[src/rtl/delta_planner.sv]
// delta_planner: splits a requested target position into bounded
// step commands for the ladder delta counter, with a step budget.
module delta_planner #(
    parameter int POS_W      = 4,
    parameter int STEP_W     = 3,
    parameter int MAX_STEP   = 7,
    parameter int SETTLE     = 2,
    parameter int STEP_LIMIT = 15
) (
    input  logic              clk,
    input  logic              resetn,
    input  logic              tgt_valid,
    output logic              tgt_ready,
    input  logic [POS_W-1:0]  tgt,
    input  logic [POS_W-1:0]  current,
    output logic              step_valid,
    input  logic              step_ready,
    output logic [STEP_W-1:0] delta,
    output logic              direction,
    output logic              busy,
    output logic              done,
    output logic              err
);

    localparam int CW = $clog2(STEP_LIMIT + 1);
    localparam int SW = $clog2(SETTLE + 1);
    localparam logic [POS_W:0]  MAXS  = (POS_W+1)'(MAX_STEP);
    localparam logic [CW-1:0]   LIMIT = CW'(STEP_LIMIT);
    localparam logic [SW-1:0]   SLOAD = SW'(SETTLE);

    typedef enum logic [2:0] {
        S_IDLE,
        S_CALC,
        S_STEP,
        S_SETTLE,
        S_FIN
    } state_t;

    state_t              state, state_d;
    logic [POS_W-1:0]    tgt_q, tgt_q_d;
    logic [CW-1:0]       step_cnt, step_cnt_d;
    logic [SW-1:0]       settle_cnt, settle_cnt_d;
    logic                step_valid_d;
    logic [STEP_W-1:0]   delta_d;
    logic                direction_d;
    logic                busy_d;
    logic                done_d;
    logic                err_d;

    logic                up;
    logic [POS_W:0]      diff;
    logic [POS_W:0]      dmin;

    // Distance to target, widened one bit so it never wraps.
    always_comb begin
        up   = tgt_q > current;
        diff = up ? ({1'b0, tgt_q} - {1'b0, current})
                  : ({1'b0, current} - {1'b0, tgt_q});
        dmin = (diff > MAXS) ? MAXS : diff;
    end

    // Only IDLE can take a new target.
    assign tgt_ready = (state == S_IDLE);

    // Next-state and next registered-output decode.
    always_comb begin
        state_d      = state;
        tgt_q_d      = tgt_q;
        step_cnt_d   = step_cnt;
        settle_cnt_d = settle_cnt;
        step_valid_d = step_valid;
        delta_d      = delta;
        direction_d  = direction;
        busy_d       = busy;
        done_d       = 1'b0;
        err_d        = 1'b0;
        unique case (state)
            S_IDLE: begin
                if (tgt_valid) begin
                    tgt_q_d    = tgt;
                    step_cnt_d = '0;
                    busy_d     = 1'b1;
                    state_d    = S_CALC;
                end
            end
            S_CALC: begin
                if (diff == '0) begin
                    done_d  = 1'b1;
                    state_d = S_FIN;
                end else if (step_cnt == LIMIT) begin
                    err_d   = 1'b1;
                    state_d = S_FIN;
                end else begin
                    delta_d      = STEP_W'(dmin);
                    direction_d  = up;
                    step_valid_d = 1'b1;
                    state_d      = S_STEP;
                end
            end
            S_STEP: begin
                if (step_ready) begin
                    step_valid_d = 1'b0;
                    delta_d      = '0;
                    step_cnt_d   = step_cnt + 1'b1;
                    settle_cnt_d = SLOAD;
                    state_d      = S_SETTLE;
                end
            end
            S_SETTLE: begin
                settle_cnt_d = settle_cnt - 1'b1;
                if (settle_cnt == SW'(1)) begin
                    state_d = S_CALC;
                end
            end
            S_FIN: begin
                busy_d  = 1'b0;
                state_d = S_IDLE;
            end
            default: begin
                state_d = S_IDLE;
            end
        endcase
    end

    // State and output registers with synchronous reset.
    always_ff @(posedge clk) begin
        if (resetn) begin
            state      <= S_IDLE;
            tgt_q      <= '0;
            step_cnt   <= '0;
            settle_cnt <= '0;
            step_valid <= 1'b0;
            delta      <= '0;
            direction  <= 1'b0;
            busy       <= 1'b0;
            done       <= 1'b0;
            err        <= 1'b0;
        end else begin
            state      <= state_d;
            tgt_q      <= tgt_q_d;
            step_cnt   <= step_cnt_d;
            settle_cnt <= settle_cnt_d;
            step_valid <= step_valid_d;
            delta      <= delta_d;
            direction  <= direction_d;
            busy       <= busy_d;
            done       <= done_d;
            err        <= err_d;
        end
    end

endmodule

[config.mk]
export PLATFORM = sky130hd
export DESIGN_NAME = delta_planner
export DESIGN_NICKNAME = d
export VERILOG_FILES = /design/src/rtl/delta_planner.sv
export SDC_FILE = /design/constraint.sdc
export NUM_CORES = 1
export LEC_CHECK = 0
export CAP_MARGIN = 20
export CORE_UTILIZATION = 56
export CTS_CLUSTER_DIAMETER = 60
export DETAILED_ROUTE_END_ITERATION = 8
export PLACE_DENSITY = 0.89
export SYNTH_ARGS = -nofsm -noshare
export SYNTH_HDL_FRONTEND = slang
export SYNTH_SLANG_ARGS = --single-unit
[constraint.sdc]
create_clock -name clk -period 7.48 [get_ports clk]
set_clock_uncertainty 0.15 [all_clocks]
set_input_delay 1.122 -clock clk [delete_from_list [all_inputs] [get_ports clk]]
set_output_delay 1.122 -clock clk [all_outputs]
set_load 0.05 [all_outputs]
==> results of run 1 <==
==> layout make-up <==
cell class                 count  area, um2
timing repair buffer          20      200.2
sequential                    21      420.4
fill                         162      529.3
multi-input combinational    113      795.8
tap                           27      33.78
inverter                      15      56.30
clock buffer                   4      26.28
==> kinds of logic after synthesis <==
| kind of cell | Yosys count |
|---|---|
| AND/OR/NAND/NOR | 56 |
| flip-flops | 21 |
| adder cells (fa/ha/maj) | 12 |
| XOR/XNOR | 2 |
| buffers and inverters | 18 |
| AO/OA/AOI/OAI | 36 |
| multiplexers | 7 |
==> Yosys cell counts, types with 2 or more instances <==
cell type  count  area share (%)
dfxtp_1       21              33
nor2_1        20             5.8
inv_1         15             4.4
ha_1          10             9.7
nand2_1       10             2.9
a21oi_1        7             2.7
mux2i_1        6             4.7
nor2b_1        6             2.9
o21ai_0        5             1.9
nand2b_1       4             1.9
nor3_1         4             1.6
nand3_1        3             1.2
o21ai_1        3             1.2
a211oi_1       2             1.2
clkbuf_1       2            0.58
fa_1           2             3.1
nand4_1        2            0.97
o211ai_1       2             1.2
xor2_1         2             1.4
==> flip-flops by register name (all words and copies together) (netlist names) <==
| name | flops |
|---|---|
| busy | 1 |
| settle_cnt | 2 |
| done | 1 |
| step_valid | 1 |
| direction | 1 |
| state | 3 |
| err | 1 |
| delta | 3 |
| step_cnt | 4 |
| tgt_q | 4 |
==> worst paths after layout <==
path	cells after the start	start	to	slack, ps
worst min register to register	2	delta[0]	delta[0]	310
worst max-delay path	10	current[1]	state[1]	3750
worst max register to register	8	tgt_q[2]	state[1]	4740
worst min-delay path	2	delta[0]	delta[0]	310
==> critical path: stages <==
cell	delay, ps
clkdlybuf4s50_1	590
inv_1	90
ha_1	330
nand4_1	160
a221oi_1	320
nand3_1	120
a211o_1	330
nor4b_4	340
nand2_2	130
a22o_1	240
==> layer usage <==
metal / track usage [%] / up-vias
li1: - / 575
met1: 29.79 / 550
met2: 41.67 / 39
met3: 7.099 / 2
met4: 3.333 / 0
met5: 0 / -
==> where the power goes <==
part / internal [mW] / leakage, nW / total (mW) / switching [mW]
clock network: 0.0208 / 0.0150 / 0.0532 / 0.0324
registers: 0.121 / 0.171 / 0.129 / 0.00775
logic: 0.0477 / 0.430 / 0.118 / 0.0701
total: 0.190 / 0.616 / 0.300 / 0.110
==> layout by cell type (no fill, tap or decap), types with 2 or more instances in the layout <==
master | synthesis | routed
clkbuf_4 | 0 | 3
fa_1 | 2 | 2
xor2_1 | 2 | 2
inv_1 | 15 | 15
nand2b_1 | 4 | 4
mux2i_1 | 6 | 6
ha_1 | 10 | 10
nor3_1 | 4 | 4
nor2b_1 | 6 | 6
o21ai_1 | 3 | 3
nand3_1 | 3 | 3
nand2_1 | 10 | 10
o21ai_0 | 5 | 5
a211oi_1 | 2 | 2
a21oi_1 | 7 | 7
clkdlybuf4s50_1 | 0 | 20
nor2_1 | 20 | 20
dfxtp_1 | 21 | 21
o211ai_1 | 2 | 2
nand4_1 | 2 | 2
==> stage by stage <==
stage | setup slack, ps | hold WS, ps | power [mW] | util, % | instance area, um2
after global routing | 3517 | 335.8 | 0.3190 | 74.33 | 1533
after global placement | 3566 | 287.7 | 0.2439 | 73.06 | 1506
after CTS | 3798 | 310.9 | 0.3015 | 74.33 | 1533
after detailed placement | 3476 | 295.9 | 0.2482 | 73.06 | 1506
after floorplan | 4210 | 329.6 | 0.2159 | - | 1287
final | 3749 | 309.4 | 0.3001 | 74.33 | 1533
==> impl_metrics.py, run 1 <==
metrics = {
    "logic_synthesis": {
        "synth_xor_area_share_pct": 1.361,
        "syn_area_um2": 1287,
        "synth_fa_ha_area_share_pct": 12.83,
        "ys_ff_latch": 21,
        "yosys.cell_types.count": 45,
        "synth_compound_area_share_pct": 19.53,
        "synth_top_family_by_area": "simple AND/OR/NAND/NOR gates",
        "yosys.area_share.simple_pct": 22.55,
        "yosys-mux-area-fraction_pct": 5.539,
        "ys.flop_type": "dfxtp_1",
        "syn_nets": 176,
        "yosys_warnings": 0,
        "async_flop_share_pct": 0,
        "syn_inst": 152,
        "seq_area_frac_synth_pct": 32.65,
        "syn_area_per_cell_um2": 8.470,
        "synth-edff-count": 0,
    },
    "floorplanning": {
        "io_pins": 21,
        "die_h_um": 49.95,
        "initial_core_util_pct": 62.44,
        "die_area_um2": 2495,
        "fp.dieW_um": 49.95,
        "row_count": 16,
        "fp.coreArea_um2": 2062,
    },
    "cts": {
        "cts_setup_buffers": 0,
        "root_buffer": "clkbuf_4",
        "clk_path_buf_depth": 2,
        "clk_pin_slew_ps": 110,
        "numCtsBuffers": 3,
        "cts_tree": "yes",
        "htree_levels": 1,
        "clkLatencyLatePin_ps": 300,
        "cts_resized": 0,
        "cts_hold_buf": 0,
        "cts.sinks": 21,
    },
    "run": {
        "cap_violations": 0,
    },
    "grt": {
        "grt_pass1_wl_um": 4609,
        "grt_max_degree": 17,
        "grt_antenna_before_repair": 0,
        "grt_pass1_vias": 1090,
        "overflow": 0,
        "grt_use_total_pct": 24.05,
    },
    "status": {
        "outcome": "complete, no violations",
    },
    "drt": {
        "vias_per_cell": 5.830,
        "wl_met1_um": 1205,
        "drtIter0Drc": 29,
        "num_vias": 1166,
        "wl_met2_um": 1272,
        "drc": 0,
        "postRouteAntennaNets": 0,
        "route.top_layer_used": "met4",
        "wl_per_cell_um": 13.12,
        "routed_wirelength_um": 2624,
        "wl_met3_um": 138,
        "firstDrtPassIters": 4,
    },
    "setup_path": {
        "arrival_ps": 3780,
        "startpoint_type": "input port",
        "crit_required_ps": 7530,
        "crit_type": "input port to register",
        "end_kind": "register",
        "cp_max_fo": 5,
    },
    "sta": {
        "min_period_over_period_pct": 49.89,
        "final.min_clock_period_ps": 3731,
        "slew_headroom_pct": 56.68,
        "finalSetupViolations": 0,
        "worst_pin_slew_ps": 647.4,
        "setup_tns_ps": 0,
        "slew_viol_final": 0,
        "rsz0062_at_grt": "false",
        "clock.fmax_mhz": 268.0,
        "finalHoldViolCount": 0,
    },
    "cells_and_area": {
        "diodes": 0,
        "syn_to_final_growth_pct": 19.05,
        "final_cells": 200,
        "nNetsFinal": 198,
        "drive_gt1_share_pct": 4.046,
    },
    "worst_hold_path": {
        "hp-class": "register to register",
    },
    "place": {
        "port-buffer-count": 20,
        "hpwl_um": 2072,
        "routabilityCongestion": 0.8729,
        "dpl.cell_count": 196,
    },
    "power_and_ir_drop": {
        "pwr_density_cell_nw_per_um2": 195.8,
        "power_leakage_nw": 0.6164,
        "vdd_drop_max_mv": 0.1712,
    },
}
(Power assumes the default switching activity.)
==> run 2, diff against run 1 <==
- CORE_UTILIZATION: 56 -> 52
- PLACE_DENSITY: 0.89 -> 0.84
- clock period: 7.48 -> 3.65 ns (I/O delays scaled with it)
==> run 2 against run 1 <==
Net effect:
- sequential share of layout area about the same
- critical path depth is the same
- power up 110%
- clock-buffer cell count unchanged
- register-to-register slack got worse by 3800 ps
- largest power group unchanged
==> impl_metrics.py, run 2 (same netlist as run 1, synthesis figures left out) <==
metrics = {
    "place": {
        "port-buffer-count": 20,
        "pre_cts_ws_ps": 224.1,
        "routabilityCongestion": 0.8714,
        "hpwl_um": 2073,
    },
    "setup_path": {
        "reg2reg_to": "step_valid",
        "worst-r2r-setup-slack_ps": 930,
        "startpoint_type": "input port",
        "cp_max_fo": 9,
        "arrival_ps": 3200,
        "crit_required_ps": 3710,
        "crit_type": "input port to register",
        "ff2ff_path_depth": 10,
        "end_kind": "register",
        "r2r-start": "tgt_q[0]",
    },
    "grt": {
        "grt_pass1_vias": 1029,
        "grt_use_total_pct": 22.12,
        "grt_antenna_before_repair": 0,
        "overflow": 0,
        "grt_max_degree": 17,
        "grt_pass1_wl_um": 4409,
    },
    "cts": {
        "cts_setup_buffers": 0,
        "numCtsBuffers": 3,
        "clk_path_buf_depth": 2,
        "cts_tree": "yes",
        "root_buffer": "clkbuf_4",
        "cts.sinks": 21,
        "clkLatencyLatePin_ps": 300,
        "cts_resized": 0,
        "clk_pin_slew_ps": 110,
        "htree_levels": 1,
        "cts_hold_buf": 0,
    },
    "cells_and_area": {
        "utilization_pct": 67.40,
        "diodes": 0,
        "layout_commonest_cell": "dfxtp_1",
        "nNetsFinal": 198,
        "num-fill-cells": 184,
        "final_cell_mix": "21 x dfxtp_1, 20 x nor2_1, 20 x clkdlybuf4s50_1",
        "drive_gt1_share_pct": 4.046,
        "syn_to_final_growth_pct": 19.14,
        "reg_top3": "step_cnt (4), tgt_q (4)",
    },
    "drt": {
        "num_vias": 1132,
        "postRouteAntennaNets": 0,
        "drc": 0,
        "drtIter0Drc": 22,
        "wl_per_cell_um": 12.91,
        "vias_per_cell": 5.632,
        "firstDrtPassIters": 4,
        "routed_wirelength_um": 2595,
    },
    "status": {
        "outcome": "complete, no violations",
    },
    "sta": {
        "min_period_over_period_pct": 86.14,
        "worst_pin_slew_ps": 635.2,
        "layout_setup_ws_ps": 505.9,
        "clock.fmax_mhz": 318.1,
        "slew_viol_final": 0,
        "slew_headroom_pct": 57.49,
        "finalHoldViolCount": 0,
        "setup_tns_ps": 0,
        "rsz0062_at_grt": "false",
        "final.min_clock_period_ps": 3144,
        "finalSetupViolations": 0,
    },
    "worst_hold_path": {
        "worstHoldStart": "delta[1]",
        "hp-class": "register to register",
        "min_to": "delta[1]",
        "hold_depth": 2,
    },
    "floorplanning": {
        "fp.dieW_um": 51.76,
        "initial_core_util_pct": 56.57,
        "die_h_um": 51.76,
        "row_count": 17,
        "io_pins": 21,
        "die_area_um2": 2679,
        "fp.coreArea_um2": 2276,
    },
    "power_and_ir_drop": {
        "finalPower_mw": 0.6169,
        "pwr_density_cell_nw_per_um2": 402.2,
        "vdd_drop_max_mv": 0.2727,
        "power_leakage_nw": 0.6164,
    },
    "run": {
        "cap_violations": 0,
    },
}
-- run 2: cell type report --
cell class                      instances  area [um2]  area share [%]
Multi-Input combinational cell        113       795.8           51.88
Tap cell                               28       35.03           2.284
Timing Repair Buffer                   20       200.2           13.05
Sequential cell                        21       420.4           27.41
Clock buffer                            4       26.28           1.713
Inverter                               15       56.30           3.670
-- run 2: power by group --
group,switching (mW),total [mW],internal [mW]
combinational,0.142,0.240,0.0976
clock,0.0703,0.113,0.0426
sequential,0.0158,0.264,0.249
total,0.228,0.617,0.389
-- run 2: per-stage QoR --
| step | hold WS, ps | std cells | area, um2 |
|---|---|---|---|
| global route | 347.7 | 201 | 1534 |
| global placement | 288.7 | 197 | 1508 |
| finish | 307.3 | 201 | 1534 |
| detailed placement | 294.1 | 197 | 1508 |
| floorplan | 329.6 | 152 | 1287 |
| CTS | 310.8 | 201 | 1534 |
-- run 2: worst max path at each step --
stage	startpoint	endpoint	slack (ps)	depth (start not counted)
4_1_cts	current[1]	state[1]	550	10
6_report	current[2]	step_valid	510	10
2_1_floorplan	current[0]	step_valid	950	9
5_1_grt	current[1]	delta[2]	290	10
3_5_place_dp	current[1]	state[1]	220	10
3_3_place_gp	current[1]	delta[0]	260	10
-- run 2: routing by layer --
metal	vias to the layer above	track usage, %	share of wire (%)
li1	574	-	-
met1	519	29.01	46
met2	34	37.01	48
met3	5	3.509	5.3
met4	0	6.757	1.2
met5	-	0	0
-- run 2: critical path, cell delays in order --
cell,delay (ps)
clkdlybuf4s50_1,480
inv_1,50
ha_1,430
nand4_1,220
a221oi_1,310
nand3_1,130
a211o_1,340
nor4b_4,340
nand2_2,130
a32o_1,230
